--- src/rtl/spi_reader.sv ---
`timescale 1ns/1ps
`default_nettype none
// ============================================================================
// Module   : spi_reader
// Brief    : SPI mode-3 (CPOL=1, CPHA=1) controller that reads one WIDTH-bit
//            frame from a peripheral and presents it MSB-first as a parallel
//            word with a one-cycle done pulse. All timing is derived from
//            sampling_clk; sclk and cs_n are registered outputs.
//
// Ports    : sampling_clk  in   system clock, posedge
//            rst           in   asynchronous active-high reset
//            start         in   one-cycle frame request, ignored while busy
//            busy          out  high from the cycle after an accepted start
//                               through the end of the inter-frame gap
//            done          out  one-cycle pulse when data_out is updated
//            data_out      out  last captured frame, first bit at the MSB
//            cs_n          out  chip select, active low
//            sclk          out  serial clock, idles high
//            miso          in   serial data from the peripheral
//
// Options  : SPI_MISO_SYNC_EN - when defined, miso passes through a 2-flop
//            synchronizer (reset to 0) before sampling; CLK_DIV must then be
//            at least 6. Otherwise miso is sampled straight from the pin and
//            CLK_DIV must be at least 4.
//
// Revision : 1.0 - initial release
// ============================================================================
module spi_reader #(
    parameter int WIDTH    = 128,  // frame length in bits (>= 2)
    parameter int CLK_DIV  = 8,    // sampling_clk cycles per sclk half-period
    parameter int CS_SETUP = 8,    // cs_n low to first sclk falling edge
    parameter int CS_HOLD  = 8,    // cycles between last HIGH phase and cs_n high
    parameter int CS_GAP   = 8     // minimum cs_n high cycles between frames
) (
    input  logic             sampling_clk,
    input  logic             rst,
    input  logic             start,
    output logic             busy,
    output logic             done,
    output logic [WIDTH-1:0] data_out,
    output logic             cs_n,
    output logic             sclk,
    input  logic             miso
);

    // ------------------------------------------------------------------------
    // Derived constants
    // ------------------------------------------------------------------------
    localparam int c_bit_w = $clog2(WIDTH + 1);

    // One shared cycle counter serves every timed phase, so it is sized for
    // the longest of them.
    localparam int c_max_a   = (CLK_DIV > CS_SETUP) ? CLK_DIV : CS_SETUP;
    localparam int c_max_b   = (CS_HOLD > CS_GAP)   ? CS_HOLD : CS_GAP;
    localparam int c_cnt_max = (c_max_a > c_max_b)  ? c_max_a : c_max_b;
    localparam int c_cnt_w   = $clog2(c_cnt_max + 1);

    localparam logic [c_cnt_w-1:0] c_div_last   = c_cnt_w'(CLK_DIV - 1);
    localparam logic [c_cnt_w-1:0] c_setup_last = c_cnt_w'(CS_SETUP - 1);
    localparam logic [c_cnt_w-1:0] c_hold_last  = c_cnt_w'(CS_HOLD - 1);
    localparam logic [c_cnt_w-1:0] c_gap_last   = c_cnt_w'(CS_GAP - 1);
    localparam logic [c_cnt_w-1:0] c_cnt_one    = c_cnt_w'(1);
    localparam logic [c_bit_w-1:0] c_width      = c_bit_w'(WIDTH);
    localparam logic [c_bit_w-1:0] c_bit_one    = c_bit_w'(1);

    // ------------------------------------------------------------------------
    // State encoding
    // ------------------------------------------------------------------------
    typedef enum logic [2:0] {
        S_IDLE  = 3'd0,
        S_SETUP = 3'd1,
        S_LOW   = 3'd2,
        S_HIGH  = 3'd3,
        S_HOLD  = 3'd4,
        S_GAP   = 3'd5
    } state_t;

    state_t               r_state;
    logic [c_cnt_w-1:0]   r_cnt;
    logic [c_bit_w-1:0]   r_bit_cnt;
    logic [WIDTH-1:0]     r_shift;
    logic [WIDTH-1:0]     r_data;
    logic                 r_busy;
    logic                 r_done;
    logic                 r_cs_n;
    logic                 r_sclk;
    logic                 w_miso;

    // ------------------------------------------------------------------------
    // miso sampling path
    // ------------------------------------------------------------------------
`ifdef SPI_MISO_SYNC_EN
    // Two-flop synchronizer. Sampling still happens on the LOW->HIGH edge,
    // so the data-valid window seen by the shift register is two cycles
    // later than the pin; CLK_DIV >= 6 keeps that inside the LOW phase.
    logic [1:0] r_miso_sync;

    always_ff @(posedge sampling_clk or posedge rst) begin
        if (rst) begin
            r_miso_sync <= 2'b00;
        end else begin
            r_miso_sync <= {r_miso_sync[0], miso};
        end
    end

    assign w_miso = r_miso_sync[1];
`else
    assign w_miso = miso;
`endif

    // ------------------------------------------------------------------------
    // Frame sequencer
    // ------------------------------------------------------------------------
    // r_cnt counts cycles spent in the current phase and is cleared on every
    // phase change, which includes every sclk transition.
    always_ff @(posedge sampling_clk or posedge rst) begin
        if (rst) begin
            r_state   <= S_IDLE;
            r_cnt     <= '0;
            r_bit_cnt <= '0;
            r_shift   <= '0;
            r_data    <= '0;
            r_busy    <= 1'b0;
            r_done    <= 1'b0;
            r_cs_n    <= 1'b1;
            r_sclk    <= 1'b1;
        end else begin
            // done is a single-cycle pulse; only HOLD's exit raises it.
            r_done <= 1'b0;

            case (r_state)
                S_IDLE: begin
                    r_cnt     <= '0;
                    r_bit_cnt <= '0;
                    r_cs_n    <= 1'b1;
                    r_sclk    <= 1'b1;
                    if (start) begin
                        r_state <= S_SETUP;
                        r_cs_n  <= 1'b0;
                        r_busy  <= 1'b1;
                    end
                end

                S_SETUP: begin
                    if (r_cnt == c_setup_last) begin
                        r_cnt   <= '0;
                        r_sclk  <= 1'b0;
                        r_state <= S_LOW;
                    end else begin
                        r_cnt <= r_cnt + c_cnt_one;
                    end
                end

                S_LOW: begin
                    // The peripheral shifted on the falling edge; by the end
                    // of the low half-period its data is settled, so capture
                    // on the same edge that raises sclk.
                    if (r_cnt == c_div_last) begin
                        r_cnt     <= '0;
                        r_sclk    <= 1'b1;
                        r_shift   <= {r_shift[WIDTH-2:0], w_miso};
                        r_bit_cnt <= r_bit_cnt + c_bit_one;
                        r_state   <= S_HIGH;
                    end else begin
                        r_cnt <= r_cnt + c_cnt_one;
                    end
                end

                S_HIGH: begin
                    if (r_cnt == c_div_last) begin
                        r_cnt <= '0;
                        if (r_bit_cnt < c_width) begin
                            r_sclk  <= 1'b0;
                            r_state <= S_LOW;
                        end else begin
                            r_state <= S_HOLD;
                        end
                    end else begin
                        r_cnt <= r_cnt + c_cnt_one;
                    end
                end

                S_HOLD: begin
                    if (r_cnt == c_hold_last) begin
                        r_cnt   <= '0;
                        r_cs_n  <= 1'b1;
                        r_data  <= r_shift;
                        r_done  <= 1'b1;
                        r_state <= S_GAP;
                    end else begin
                        r_cnt <= r_cnt + c_cnt_one;
                    end
                end

                S_GAP: begin
                    // busy stays high here so that a start arriving on the
                    // done cycle, or during the gap, is dropped.
                    if (r_cnt == c_gap_last) begin
                        r_cnt   <= '0;
                        r_busy  <= 1'b0;
                        r_state <= S_IDLE;
                    end else begin
                        r_cnt <= r_cnt + c_cnt_one;
                    end
                end

                default: begin
                    r_state <= S_IDLE;
                    r_cnt   <= '0;
                    r_busy  <= 1'b0;
                    r_cs_n  <= 1'b1;
                    r_sclk  <= 1'b1;
                end
            endcase
        end
    end

    // ------------------------------------------------------------------------
    // Outputs (all driven straight from registers)
    // ------------------------------------------------------------------------
    assign busy     = r_busy;
    assign done     = r_done;
    assign data_out = r_data;
    assign cs_n     = r_cs_n;
    assign sclk     = r_sclk;

endmodule
`default_nettype wire

--- config.mk ---
export PLATFORM = sky130hd
export DESIGN_NAME = spi_reader
export DESIGN_NICKNAME = d
export VERILOG_FILES = /design/src/rtl/spi_reader.sv
export SDC_FILE = /design/constraint.sdc
export NUM_CORES = 1
export LEC_CHECK = 0
export BUFFER_PORTS_ARGS = -buffer_cell sky130_fd_sc_hd__buf_4
export CAP_MARGIN = 20
export CORE_MARGIN = 4
export CORE_UTILIZATION = 60
export CTS_CLUSTER_SIZE = 20
export DETAILED_ROUTE_END_ITERATION = 8
export GPL_TIMING_DRIVEN = 0
export MAX_ROUTING_LAYER = met4
export PLACE_DENSITY = 0.82
export SYNTH_ARGS = -nofsm -noshare
export SYNTH_HDL_FRONTEND = slang
export SYNTH_SLANG_ARGS = --single-unit
--- constraint.sdc ---
create_clock -name sampling_clk -period 12.1 [get_ports sampling_clk]
set_clock_uncertainty 0.15 [all_clocks]
set_input_delay 0.605 -clock sampling_clk [delete_from_list [all_inputs] [get_ports sampling_clk]]
set_output_delay 0.605 -clock sampling_clk [all_outputs]
set_load 0.005 [all_outputs]
-- After elaboration in Yosys (flattened, before gate mapping)
Index checks and enable logic that the tools add are counted.
- register bits after elaboration: 275
- output and inout bits: 132
- input bits: 4
- eq/ne operators: 13
- muxes and demuxes: 23
- reductions and logical operators: 13
- bitwise logic cells: 3
- $add $sub $neg: 2
- magnitude comparators: 1
- operators with widths (kind ; count):
    3-bit two-way mux ; 7
    3-bit case mux with 6 select lines ; 1
    8-bit case mux with 2 select lines ; 1
    2-bit != test (second input constant) ; 7
    8-bit by 1-bit adder with 8-bit output (second input constant) ; 1
    8-bit < comparator (second input constant) ; 1
    1-bit two-way mux ; 8
    4-bit two-way mux ; 2
    8-bit two-way mux ; 1
    2-bit AND reduction ; 4
    4-bit OR reduction ; 2
    3-bit by 2-bit == test with 1-bit output (second input constant) ; 2
    3-bit == test (second input constant) ; 2
    1-bit case mux with 3 select lines ; 2
    6-bit AND reduction ; 1
    5-bit AND reduction ; 1
    5-bit OR reduction ; 1
    4-bit by 1-bit adder with 4-bit output (second input constant) ; 1
    4-bit by 3-bit == test with 1-bit output (second input constant) ; 1
    1-bit case mux with 4 select lines ; 1
    3-bit by 1-bit == test with 1-bit output (second input constant) ; 1
    3-bit logical NOT ; 1
    1-bit NOT ; 3
    3-bit AND reduction ; 1
    2 further kinds ; 2

-- Logic depth before layout (Yosys ltp)
- depth after elaboration: 4
- mapped depth: 8
- gate-level depth less buffers: 5

-- Least setup slack after synthesis
Ideal clock, no wire load.
- path type: register -> register
- start: reg r_cnt[0]
- end: reg r_data[100], in the netlist data_out[100]
- cell stages (with the launch flop): 9
- slack: 10.181 ns
- data arrival time: 1.644 ns
- required time: 11.825 ns
- buffers on the path: 3
- cells stage by stage: dfrtp_1 ha_1 and3b_1 buf_6 nand4_4 inv_2 buf_8 buf_12 mux2_4
- word-level cells in the longest chain between the ends: 2
- RTL lines (element ; RTL line ; text):
    from (decl) ; 79 ; logic [c_cnt_w-1:0] r_cnt;
    from (signal assigned) ; 150 ; r_cnt <= r_cnt + c_cnt_one;
    from (signal assigned) ; 165 ; r_cnt <= r_cnt + c_cnt_one;
    from (signal assigned) ; 179 ; r_cnt <= r_cnt + c_cnt_one;
    4-bit by 3-bit == test with 1-bit output ; 184 ; if (r_cnt == c_hold_last) begin
    2-bit AND reduction (no line) ; n/a ;
    to (signal assigned) ; 187 ; r_data <= r_shift;
    to (decl) ; 82 ; logic [WIDTH-1:0] r_data;
No other way between the ends.
A chain may end at the register's enable or synchronous reset.

-- Worst setup path after layout
- start: reg r_cnt[0]
- end: reg r_shift[10]
- word-level cells in the longest chain between the ends: 2
- RTL lines (element ; RTL line ; text):
    4-bit by 3-bit == test with 1-bit output ; 158 ; if (r_cnt == c_div_last) begin
    2-bit AND reduction (no line) ; n/a ;
    to (signal assigned) ; 161 ; r_shift <= {r_shift[WIDTH-2:0], w_miso};
    to (decl) ; 81 ; logic [WIDTH-1:0] r_shift;
No other way between the ends.

==> results.tsv <==
metric	value	unit
run status	completed	
met2 usage	37.3	%
fin nets	1088	
Layout fillers	1196	
P_int	1450	uW
CTS tree	built	
synth top area cells	dfrtp_1 (61%), mux2_4 (15%), nand2_1 (13%), buf_12 (2.0%), mux2_2 (1.9%)	
crit end category	register	
area grow syn2layout	20.0	%
Die Width	144	um
Syn Inst Count	915	
drt total wl	21.8	mm
Clock Latency Late Sink	0.52	ns
Worst R2R Path Depth	8	
PwrDens	142	nW/um^2
switching power	452	uW
switching fraction of total power	23.8	%
Starting Density	61.4	%
Ys Warns	0	
via total after detailed routing	6917	
deepest clock path buffer count	3	
average size of a mapped cell	12.2	sq um
Post-Layout Cell Count	1330	
Final Util	73.7	%
Slew @ Worst Pin	0.546	ns
slowest library cell on the worst path	dfrtp_1	
CP Depth	8	
GRT Total Usage	22.4	%
DIE AREA	20800	sq um
total CTS buffers	27	
share of the synthesized area in the top cell type	61.3	%
period utilization	18.0	%
critical path type	register to register	
grt met1 use	29.7	%
Logic pwr share	7.5	%
leading area contributor after synthesis	dfrtp_1	
unrepaired setup endpoints after global routing	false	
R2R Path Start	r_cnt[0]	
Achievable Freq	459	MHz
Netlist cell types	36	
worst path bufs/invs	3	
max-slew violations	0	
Static Leak	0.00745	uW
setup TNS	0	ns
largest net degree at the start of global routing	112	
Post-CTS Hold Fix Bufs	1	
WL/cell	16.4	um
row count	49	
setup slack, reg-to-reg	9.92	ns
n_diodes	0	
flops & latches, synth	275	
number of synthesized flops with an enable pin	0	
Worst setup SP type	register	
worst setup path endpoint	r_shift[10]	
top_reg_cell synth	dfrtp_1	
Vias/cell	5.20	
worst path cell trace	ha_1 -> and3b_1 -> buf_6 -> nand3_1 -> buf_2 -> buf_2 -> nand2_1 -> nand2_1	
fraction of registers with async set/reset	100	%
I/O pin cnt	136	
Crit Reg-Reg Endpoint	r_shift[10]	
antenna violations before repair	0	
Detail Route Antenna Nets	0	
Max-Cap Viols	0	
initial DRC count	470	
Hold Crit Start	miso	
Clock Power Share	41.8	%
Post-DP HPWL	14.3	mm
critical path's largest stage delay	0.39	ns
relative max-transition margin	63.6	%
placed cell count	1281	
1st-pass router iterations	4	
grt peak-use layer	met2	
Seq. cell area	6880	sq um
core outline area	18100	sq um
Placed Area	12500	sq um
vias in the first global route	7202	
synthesized area	11200	sq um
share of layout cells above drive strength 1	32.8	%
TritonCTS sink count	275	
post-synthesis sequential area ratio	61.7	%
buffers added on ports	135	
Min-Delay Path Class	primary input to register	
sequential share of power	50.7	%
grt total ovfl	0	
GP Congestion	0.803	
total power draw	1900	uW
CP delay by family, top	buffers and inverters	
Critical Path RT	12.40	ns
Crit Path Max Fanout	10	
final hold violations	0	
H-tree depth	1	
first-pass GRT wire length	36.8	mm
# setup viols final	0	
Critical path origin	r_cnt[0]	
GR Util met3	3.01	%
CTS root buf	clkbuf_16	
Peak VDD IR	0.000102	V
Die Y	144	um
Multi-input gate area	3750	sq um
setup bufs post-CTS	0	
clock-pin slew on the worst setup and hold paths	0.06	ns
syn_nets	921	
CTS-repair resized insts	0	
Min Clock Period, post-route	2.18	ns
DRC viols	0	
Arr. time, crit path	2.48	ns
Finished Cell Area	13400	sq um
-- cells by family (layout without fill, tap and decap cells) --
| logic type | count (synthesis) | count (layout) | share of synthesized area (%) |
|---|---|---|---|
| and+or+nand+nor | 427 | 427 | 15.1 |
| DFF | 275 | 275 | 61.7 |
| muxes | 129 | 129 | 16.7 |
| buffers and inverters | 54 | 240 | 4.62 |
| AOI/OAI and AO/OA | 22 | 22 | 1.12 |
| xor gates and xnor gates | 6 | 6 | 0.471 |
| adders and majority gates | 2 | 2 | 0.224 |
-- layout by cell type (no fill, tap or decap), drive strengths merged, types with 3 or more instances in the layout --
master / n
clkbuf: 42
nand4: 6
buf: 179
nand2: 389
inv: 8
dfrtp: 273
mux2: 128
nor3: 7
nor2: 12
xor2: 3
nand3: 6
clkinv: 9
a21oi: 7
o21ai: 10
xnor2: 3
-- power groups by stage --
stage	clock network, uW	registers (uW)	logic (uW)
finish	793	964	143
global route	854	967	161
CTS	812	964	145
detailed placement	0	980	143
global placement	0	979	134
floorplan	0	976	105
-- metrics by stage --
| stage | hold WS, ns | worst slack (ns) |
|---|---|---|
| final | 0.138 | 9.92 |
| after detailed placement | 0.313 | 9.94 |
| after floorplan | 0.290 | 3.77 |
| after CTS | 0.119 | 9.90 |
| after global placement | 0.306 | 1.18 |
| after global routing | 0.149 | 9.80 |
-- worst min-delay path by stage --
stage	end	slack, ns	cells past startpoint
CTS	r_shift[0]	0.12	3
global route	r_shift[0]	0.15	3
detailed placement	r_shift[127]	0.31	2
floorplan	r_cnt[0]	0.29	1
finish	r_shift[0]	0.14	3
global placement	r_cnt[0]	0.31	1
-- routing by layer --
layer  vias to the layer above  routed length [um]
met4                         0                 429
met1                      3462                9440
met5                         -                   0
met3                        31                 834
met2                       153               11100
li1                       3271                   -
-- synthesized netlist by cell type, types with 2 or more instances --
cell,count
nor2_1,11
nor3_1,7
clkbuf_1,5
mux2_4,109
and3_1,2
ha_1,2
buf_4,4
xor2_1,3
inv_1,6
nand3_1,6
dfstp_2,2
nand2_1,389
xnor2_1,3
buf_2,14
a21oi_1,7
o21ai_0,10
buf_6,12
buf_12,11
nand4_1,5
dfrtp_1,273
mux2_2,19
-- registers in the layout (all words and copies together), names as in the netlist --
signal     cells
busy           1
r_bit_cnt      8
r_state        3
cs_n           1
data_out     128
sclk           1
r_cnt          4
done           1
r_shift      128
-- cell type report --
class                   count  share of cell area (%)
repair buffers            138                    8.06
plain buffers              47                    3.66
clock inverters            11                   0.458
well taps                 229                    2.14
multi-input cells         586                    28.0
flip-flops and latches    275                    51.5
clock buffers              37                    5.93
inverters                   7                   0.253
-- worst min-delay path, stage by stage --
cell and delay, ns:
buf_4 0.07, nand2_1 0.04, nand2_1 0.05
(Power assumes the default switching activity.)
